===== src/rtl/periph_bus_arbiter_pkg.sv =====
// Shared constants and types for the two-master peripheral bus arbiter.
package periph_bus_arbiter_pkg;

  // Arbiter FSM encoding
  localparam logic [1:0] ST_IDLE   = 2'd0;
  localparam logic [1:0] ST_ACCESS = 2'd1;
  localparam logic [1:0] ST_ACK    = 2'd2;

  localparam logic [3:0]  PERIPH_BASE_DEF  = 4'h4;
  localparam int unsigned LOCK_TIMEOUT_DEF = 16;

  // Peripheral register map
  localparam logic [31:0] ADDR_TH       = 32'h4000_0000;
  localparam logic [31:0] ADDR_TL       = 32'h4000_0004;
  localparam logic [31:0] ADDR_TCON     = 32'h4000_0008;
  localparam logic [31:0] ADDR_LED      = 32'h4000_000C;
  localparam logic [31:0] ADDR_SWITCH   = 32'h4000_0010;
  localparam logic [31:0] ADDR_DIGITS   = 32'h4000_0014;
  localparam logic [31:0] ADDR_UART_TXD = 32'h4000_0018;
  localparam logic [31:0] ADDR_UART_RXD = 32'h4000_001C;
  localparam logic [31:0] ADDR_UART_CON = 32'h4000_0020;
  localparam logic [31:0] ADDR_UART_BAUD = 32'h4000_0024;
  localparam logic [31:0] ADDR_SYSTICK  = 32'h4000_0028;

  // One master's command as seen at the arbiter inputs
  typedef struct packed {
    logic        wr;
    logic        lock;
    logic [31:0] addr;
    logic [31:0] wdata;
  } bus_cmd_t;

  // True when the top address nibble selects the peripheral window
  function automatic logic in_periph_window(input logic [3:0] addr_hi,
                                            input logic [3:0] base);
    return addr_hi == base;
  endfunction

endpackage


===== src/rtl/periph_bus_arbiter_rr_pick2.sv =====
// Two-way round-robin selector with lock override; purely combinational.
module rr_pick2
  import periph_bus_arbiter_pkg::*;
(
  input  logic req0,
  input  logic req1,
  input  logic lock_active,
  input  logic lock_owner,
  input  logic last_gnt,
  output logic grant_valid,
  output logic grant_id
);

  // A held lock hides the other master; otherwise ties go to whoever lost last time
  always_comb begin
    grant_valid = 1'b0;
    grant_id    = 1'b0;
    if (lock_active) begin
      grant_valid = lock_owner ? req1 : req0;
      grant_id    = lock_owner;
    end else if (req0 && req1) begin
      grant_valid = 1'b1;
      grant_id    = ~last_gnt;
    end else if (req0) begin
      grant_valid = 1'b1;
      grant_id    = 1'b0;
    end else if (req1) begin
      grant_valid = 1'b1;
      grant_id    = 1'b1;
    end
  end

endmodule


===== src/rtl/periph_bus_arbiter.sv =====
// Two-master peripheral bus arbiter: grants, issues one registered access,
// returns a one-cycle ack with captured read data, supports a timed lock.
//
// state   | meaning
// --------+----------------------------------------------------------
// IDLE    | arbitrate; lock timeout counter runs here
// ACCESS  | p_rd/p_wr strobe for one cycle; read data captured at end
// ACK     | ack (and err) to the granted master; lock state updated
module periph_bus_arbiter
  import periph_bus_arbiter_pkg::*;
#(
  parameter int unsigned LOCK_TIMEOUT = LOCK_TIMEOUT_DEF,
  parameter logic [3:0]  PERIPH_BASE  = PERIPH_BASE_DEF
) (
  input  logic        clk,
  input  logic        reset,
  input  logic        m0_req,
  input  logic        m0_wr,
  input  logic [31:0] m0_addr,
  input  logic [31:0] m0_wdata,
  input  logic        m0_lock,
  output logic        m0_ack,
  output logic [31:0] m0_rdata,
  output logic        m0_err,
  input  logic        m1_req,
  input  logic        m1_wr,
  input  logic [31:0] m1_addr,
  input  logic [31:0] m1_wdata,
  input  logic        m1_lock,
  output logic        m1_ack,
  output logic [31:0] m1_rdata,
  output logic        m1_err,
  output logic        p_rd,
  output logic        p_wr,
  output logic [31:0] p_addr,
  output logic [31:0] p_wdata,
  input  logic [31:0] p_rdata,
  output logic        busy
);

  localparam int CNT_W = $clog2(LOCK_TIMEOUT + 1);
  localparam logic [CNT_W-1:0] CNT_LAST = CNT_W'(LOCK_TIMEOUT - 1);

  logic [1:0]       state;
  logic             last_gnt;
  logic             lock_active;
  logic             lock_owner;
  logic [CNT_W-1:0] lock_idle_cnt;

  logic             gnt_id;
  logic             cap_wr;
  logic             cap_lock;
  logic             cap_legal;

  logic             pick_valid;
  logic             pick_id;
  logic             grant;
  logic             owner_req;
  logic             sel_legal;
  bus_cmd_t         m0_cmd;
  bus_cmd_t         m1_cmd;
  bus_cmd_t         sel_cmd;

  rr_pick2 u_pick (
    .req0        (m0_req),
    .req1        (m1_req),
    .lock_active (lock_active),
    .lock_owner  (lock_owner),
    .last_gnt    (last_gnt),
    .grant_valid (pick_valid),
    .grant_id    (pick_id)
  );

  assign m0_cmd    = {m0_wr, m0_lock, m0_addr, m0_wdata};
  assign m1_cmd    = {m1_wr, m1_lock, m1_addr, m1_wdata};
  assign sel_cmd   = pick_id ? m1_cmd : m0_cmd;
  assign sel_legal = in_periph_window(sel_cmd.addr[31:28], PERIPH_BASE);
  assign grant     = (state == ST_IDLE) && pick_valid;
  assign owner_req = lock_owner ? m1_req : m0_req;
  assign busy      = (state != ST_IDLE);

  // Fixed three-phase sequence once a request is granted
  always_ff @(posedge clk or posedge reset) begin
    if (reset) begin
      state <= ST_IDLE;
    end else begin
      case (state)
        ST_IDLE:   if (pick_valid) state <= ST_ACCESS;
        ST_ACCESS: state <= ST_ACK;
        ST_ACK:    state <= ST_IDLE;
        default:   state <= ST_IDLE;
      endcase
    end
  end

  // Register the winning command onto the bus; strobes only for legal addresses
  always_ff @(posedge clk or posedge reset) begin
    if (reset) begin
      p_rd      <= 1'b0;
      p_wr      <= 1'b0;
      p_addr    <= '0;
      p_wdata   <= '0;
      gnt_id    <= 1'b0;
      last_gnt  <= 1'b0;
      cap_wr    <= 1'b0;
      cap_lock  <= 1'b0;
      cap_legal <= 1'b0;
    end else begin
      p_rd <= 1'b0;
      p_wr <= 1'b0;
      if (grant) begin
        p_rd      <= sel_legal & ~sel_cmd.wr;
        p_wr      <= sel_legal & sel_cmd.wr;
        p_addr    <= sel_cmd.addr;
        p_wdata   <= sel_cmd.wdata;
        gnt_id    <= pick_id;
        last_gnt  <= pick_id;
        cap_wr    <= sel_cmd.wr;
        cap_lock  <= sel_cmd.lock;
        cap_legal <= sel_legal;
      end
    end
  end

  // Capture the response at the end of ACCESS so it is presented during ACK
  always_ff @(posedge clk or posedge reset) begin
    if (reset) begin
      m0_ack   <= 1'b0;
      m1_ack   <= 1'b0;
      m0_err   <= 1'b0;
      m1_err   <= 1'b0;
      m0_rdata <= '0;
      m1_rdata <= '0;
    end else begin
      m0_ack <= 1'b0;
      m1_ack <= 1'b0;
      m0_err <= 1'b0;
      m1_err <= 1'b0;
      if (state == ST_ACCESS) begin
        if (gnt_id) begin
          m1_ack   <= 1'b1;
          m1_err   <= ~cap_legal;
          m1_rdata <= (cap_legal && !cap_wr) ? p_rdata : 32'h0;
        end else begin
          m0_ack   <= 1'b1;
          m0_err   <= ~cap_legal;
          m0_rdata <= (cap_legal && !cap_wr) ? p_rdata : 32'h0;
        end
      end
    end
  end

  // Lock ownership follows the lock bit of each completed grant; an idle
  // owner loses it after LOCK_TIMEOUT IDLE cycles without a request
  always_ff @(posedge clk or posedge reset) begin
    if (reset) begin
      lock_active   <= 1'b0;
      lock_owner    <= 1'b0;
      lock_idle_cnt <= '0;
    end else if (state == ST_IDLE) begin
      if (grant) begin
        lock_idle_cnt <= '0;
      end else if (lock_active && !owner_req) begin
        if (lock_idle_cnt == CNT_LAST) begin
          lock_active   <= 1'b0;
          lock_idle_cnt <= '0;
        end else begin
          lock_idle_cnt <= lock_idle_cnt + 1'b1;
        end
      end
    end else if (state == ST_ACK) begin
      lock_active <= cap_lock;
      lock_owner  <= gnt_id;
    end
  end

endmodule


===== config.mk =====
export PLATFORM = sky130hd
export DESIGN_NAME = periph_bus_arbiter
export DESIGN_NICKNAME = d
export VERILOG_FILES = /design/src/rtl/periph_bus_arbiter_pkg.sv /design/src/rtl/periph_bus_arbiter_rr_pick2.sv /design/src/rtl/periph_bus_arbiter.sv
export SDC_FILE = /design/constraint.sdc
export NUM_CORES = 1
export LEC_CHECK = 0
export CORE_ASPECT_RATIO = 1.1
export CORE_MARGIN = 3
export CORE_UTILIZATION = 44
export CTS_CLUSTER_SIZE = 12
export DETAILED_ROUTE_END_ITERATION = 10
export GPL_TIMING_DRIVEN = 0
export PLACE_DENSITY = 0.86
export SLEW_MARGIN = 5
export SYNTH_ARGS = -nofsm -noshare
export SYNTH_HDL_FRONTEND = slang
export SYNTH_HIERARCHICAL = 1
export SYNTH_SLANG_ARGS = --single-unit
export TNS_END_PERCENT = 50

===== constraint.sdc =====
create_clock -name clk -period 7.7 [get_ports clk]
set_clock_uncertainty 0.2 [all_clocks]
set_input_delay 1.54 -clock clk [delete_from_list [all_inputs] [get_ports clk]]
set_output_delay 1.54 -clock clk [all_outputs]
set_load 0.01 [all_outputs]

After elaboration in Yosys (flattened, before gate mapping)
Cells that the tools add are included.

Add/subtract/negate cells: 1. Multiply operators: 0. Div/mod/pow operators: 0. Magnitude comparators: 0. Eq/ne operators: 8. Shift operators: 0. Mux-type cells: 30. Bitwise logic cells: 6. Reduce and logical (&&, ||, !) cells: 15.

Operator list (number): 66-bit 2-to-1 mux (1); 32-bit 2-to-1 mux (1); 1-bit 2-to-1 mux (23); 5-bit 2-to-1 mux (3); 2-bit AND reduction (4); 2-bit nonzero test (3); 5-bit by 1-bit adder with 5-bit output, second input constant (1); 5-bit by 4-bit == test with 1-bit output, second input constant (1); 4-bit by 3-bit == test with 1-bit output, second input constant (1); 1-bit logical AND (4); 2-bit by 1-bit != test with 1-bit output, second input constant (2); 2-bit != test, second input constant (2); 1-bit NOT (4); 2-bit one-hot mux with 2 select lines (1); 4-bit AND reduction (1); 1-bit bitwise AND (2); 2-bit by 1-bit == test with 1-bit output, second input constant (1); 2-bit == test, second input constant (1); 1-bit logical NOT (2); 2-bit logical NOT (1); 2-bit 2-to-1 mux (1).

Register bits after elaboration: 147. Latch bits: 0. Memory bits (writable): 0. Bits in read-only memories: 0. Input port bits: 168. Output and inout port bits: 135. Logic and storage cells: 78. Memories: 0.

Longest topological paths before layout
Depth in word-level cells: 8. Mapped depth: 8. Mapped depth without buffers: 6.

Cells and area by module
Netlist, hierarchy kept.

By module, submodules not included: periph_bus_arbiter (instances 1, cells an instance 603, area each 6293.5 um2, seq. area each 3678.5 um2); rr_pick2 (instances 1, cells an instance 6, area each 48.8 um2, seq. area each 0.0 um2).

Worst setup path before layout
Ideal clock, no wire load.

Path type: input -> register. From: in m0_req. To: reg p_addr[31]. Library setup time: 0.135 ns. Arrival time: 2.493 ns. Required time: 7.365 ns. Path slack: 4.872 ns. Stages: 8. Buffers on the path: 3. Path through: a21boi_2 a2bb2oi_2 buf_2 nand2_4 buf_4 buf_4 nand2_1 o21ai_0.

Cells in the longest elaborated chain, start to end: 4. Elaborated cells on any way between the ends: 10. Those cells by class: 8 x mux; 2 x reduce/logical.

Ends and longest elaborated chain: start: declaration (line periph_bus_arbiter.sv:17) `input logic m0_req,`; 1-bit 2-to-1 mux or 1-bit logical AND (tied branches) (line periph_bus_arbiter_rr_pick2.sv:24, periph_bus_arbiter_rr_pick2.sv:21); 1-bit 2-to-1 mux (line periph_bus_arbiter_rr_pick2.sv:21) `end else if (req0 && req1) begin`; 1-bit 2-to-1 mux (*) (line periph_bus_arbiter_rr_pick2.sv:18) `if (lock_active) begin`; via pick_valid (line periph_bus_arbiter.sv:55) `logic pick_valid;`; 1-bit logical AND (*) (line periph_bus_arbiter.sv:78) `assign grant = (state == ST_IDLE) && pick_valid;`; end signal: assignment (line periph_bus_arbiter.sv:114) `p_addr <= sel_cmd.addr;`; end: declaration (line periph_bus_arbiter.sv:35) `output logic [31:0] p_addr,`.

Mark *: on every way through the listed nets, which the timed path passes. The rest lies on a longest branch. A chain may end at the register's enable or synchronous reset.

Final worst setup path
From: reg state[1]. To: out busy.

Cells in the longest elaborated chain, start to end: 1.

Ends and longest elaborated chain: start: declaration (line periph_bus_arbiter.sv:44) `logic [1:0] state;`; start signal: assignment (line periph_bus_arbiter.sv:85) `state <= ST_IDLE;`; start signal: assignment (line periph_bus_arbiter.sv:88) `ST_IDLE: if (pick_valid) state <= ST_ACCESS;`; start signal: assignment (line periph_bus_arbiter.sv:89) `ST_ACCESS: state <= ST_ACK;`; 2-bit nonzero test (line periph_bus_arbiter.sv:80) `assign busy = (state != ST_IDLE);`; end: declaration (line periph_bus_arbiter.sv:38) `output logic busy`.

No other way between the ends.

==> metrics.md <==
| Metric | Value |
|---|---|
| Max-Cap Viols | 0 |
| Grt peak-use layer | met2 |
| Power Dens Cells | 370 nW/um^2 |
| Setup WS post-layout | between 4000 and 5000 ps |
| Clk slew on worst S/H paths | 60 ps |
| Worst min path class | flop to flop |
| Wire length per cell | roughly 18 um |
| Mapped Area | approximately 6300 sq um |
| Worst Path Required | roughly 6000 ps |
| Clk root buf | clkbuf_16 |
| Max-slew headroom | 61.5% |
| Std cell rows | 45 |
| H-tree depth | 4 |
| Final Wtd Congestion | slightly above 0.8 |
| Nets@finish | 1,100 |
| Avg Vias per Cell | roughly 5.1 |
| Global-route wire length before repair | about 32 mm |
| Area share of the largest cell type after synthesis | between 50% and 60% |
| Layout cells sized above 1 | 9.53% |
| Ant. Diodes | 0 |
| GRT Util Overall | approximately a quarter |
| Die area | around 16,000 sq um |
| Area grow syn2layout | 60.7% |
| #FFs+latches synth | ~150 |
| RSZ-0062 raised after global routing | false |
| Net count after synthesis | a little under 800 |
| Register area share after synthesis | between 50 and 60% |
| Final-report max-slew violation count | 0 |
| Min cycle time layout | 3470 ps |
| Mean Syn Cell Area | 10.4 sq um |
| Largest net degree at the start of global routing | 88 |
| Die Y | 132 um |
| Crit Path Max Fanout | 7 |
| GR Util met1 | 28.5% |
| Detailed placement HPWL | 15.9 mm |
| CTS sink count | 147 |
| Place WS | ~4000 ps |
| Clk buf depth | 2 |
| CTS tree | built |
| Vias in the first global route | around 5,800 |
| # IOs | ~300 |
| First-pass DRT Iterations | 4 |
| Critical path startpoint category | flop |
| GRT met3 Usage | under 10% |
| Yosys Warn Count | 6 |
| Fmax | ~290 MHz |
| Pwr Total | 3.78 mW |
| Post-CTS Setup Bufs | 0 |
| Total wire length | between 20 and 25 mm |
| Endpoints failing setup | 0 |
| Met2 usage | 46.5% |
| CP arrival | roughly 1700 ps |
| Crit end category | output port |
| Cts hold-fix bufs | 0 |
| Ranking of synthesized cells by area | dfrtp_1, mux2i_1, nand2_1 |
| Overflow after GRT | 0 |
| Clk_lat worst skew | roughly 410 ps |
| Fin Setup TNS | 0 ps |
| Starting density of the core | roughly 45% |
| Mapped Cells | 609 |
| Initial antenna violation count | 0 |
| Post-cts resize count | 0 |
| Asr flop ratio synth | 100% |
| Max IR drop VDD | around 0.16 mV |
| # DRC | 0 |
| Via count | around 5,700 |
| Leading area contributor after synthesis | dfrtp_1 |
| Starting DRT DRC Count | between 300 and 400 |
| EDFF count, synth | 0 |
| # fillers | 1,062 |
| Chip Width | 120 um |
| Total CTS buffers | 17 |
| Tightest Pin Transition | slightly below 600 ps |
| Commonest register cell after synthesis | dfrtp_1 |
| Fin crit share | 45.1% |
| Core ar. | 14,000 sq um |
| Status | complete, no violations |
| Port Buffers | a little over 300 |
| P_leak | approximately 4.4 nW |
| Fin. Hold Viols | 0 |
| Final ANT Viol Nets | 0 |
| Crit Path Category | flop to output port |
| Synth cell types | 40 |
## critical path: stages (launching register included)
cell and delay, ps:
dfrtp_1 470, nor2_4 80, inv_1 180, clkdlybuf4s50_1 590
## sequential cells by signal, indices dropped and copies added, names as in the netlist, 2 cells and up
| name | cells |
|---|---|
| p_addr | 32 |
| m1_rdata | 32 |
| p_wdata | 32 |
| m0_rdata | 32 |
| lock_idle_cnt | 5 |
| state | 2 |
## metrics by stage
stage	hold WS, ps	utilization (%)	instances	instance area (sq um)
after global routing	298	73.0	1132	10200
after CTS	283	73.0	1132	10200
final	277	73.0	1132	10200
after floorplan	237	-	609	6340
after global placement	260	68.8	1099	9600
after detailed placement	269	69.0	1100	9630
## cell usage in the layout (no fill, tap or decap), types with 2 or more instances in the layout
master           Yosys  layout
clkbuf_1             8       8
nor3_1               2       2
buf_2               12      12
clkinvlp_4           0       3
dfrtp_1            147     147
o21ai_0             49      49
nand2_1            172     172
inv_1                7       6
clkbuf_16            0      17
nor2_1               6       6
inv_8                0       2
nand3b_1             2       2
clkdlybuf4s50_1      0     302
nor4_1               2       2
o21ai_1             66      66
nand3_1              3       3
clkinv_4             0       3
inv_6                0       6
o311ai_1             2       2
nand2b_1             3       3
mux2i_1             67      67
buf_6               11      11
a21oi_1              2       2
buf_4                9       9
o21ai_2             16      16
nor2b_1              2       2
o21a_1               2       2
## report_power, final
group	switching (mW)	total (mW)	internal [mW]	leakage, nW
Combinational	0.878	1.75	0.873	2.17
Sequential	0.173	1.24	1.06	1.92
Clock	0.355	0.786	0.431	0.268
## final timing paths
check                           slack [ps]  depth (start not counted)      endpoint   startpoint
worst min register to register         280                          2    p_wdata[0]   p_wdata[0]
worst max register to register        5640                          6          p_wr  lock_active
worst max-delay path                  4230                          3          busy     state[1]
min in group asynchronous             1380                          2  m0_rdata[19]        reset
max in group asynchronous             5110                          3    p_addr[31]        reset
worst min-delay path                   280                          2    p_wdata[0]   p_wdata[0]
## cell families after synthesis
family	after synthesis	synth area share, %
buffers and inverters	49	4.99
adder cells (fa/ha/maj)	1	0.197
AO/OA/AOI/OAI	146	13.2
multiplexers	68	10.8
flip-flops	147	58.0
AND/OR/NAND/NOR	198	12.8
## final cells by class
cell class,instances,area (sq um),area share (%)
repair buffers,303,3050,29.9
flip-flops and latches,147,3680,36.1
clock buffers,18,439,4.31
inverters,8,35.0,0.344
well taps,188,235,2.31
plain buffers,41,287,2.81
clock inverters,14,120,1.18
multi-input cells,413,2350,23.0
## synth_stat cells, drive strengths merged (3+ instances only)
| library cell | number |
|---|---|
| o311ai | 3 |
| nand2b | 3 |
| nand2 | 173 |
| inv | 8 |
| dfrtp | 147 |
| nor2b | 3 |
| nand3 | 3 |
| mux2i | 67 |
| clkbuf | 9 |
| o21ai | 131 |
| nor2 | 7 |
| buf | 32 |
## per-layer routing
| metal | vias up | routed length (um) |
|---|---|---|
| met2 | 246 | 10800 |
| met3 | 35 | 1690 |
| met5 | - | 0 |
| met1 | 2756 | 7350 |
| met4 | 0 | 540 |
| li1 | 2699 | - |
Power figures use the tool's default switching activity.
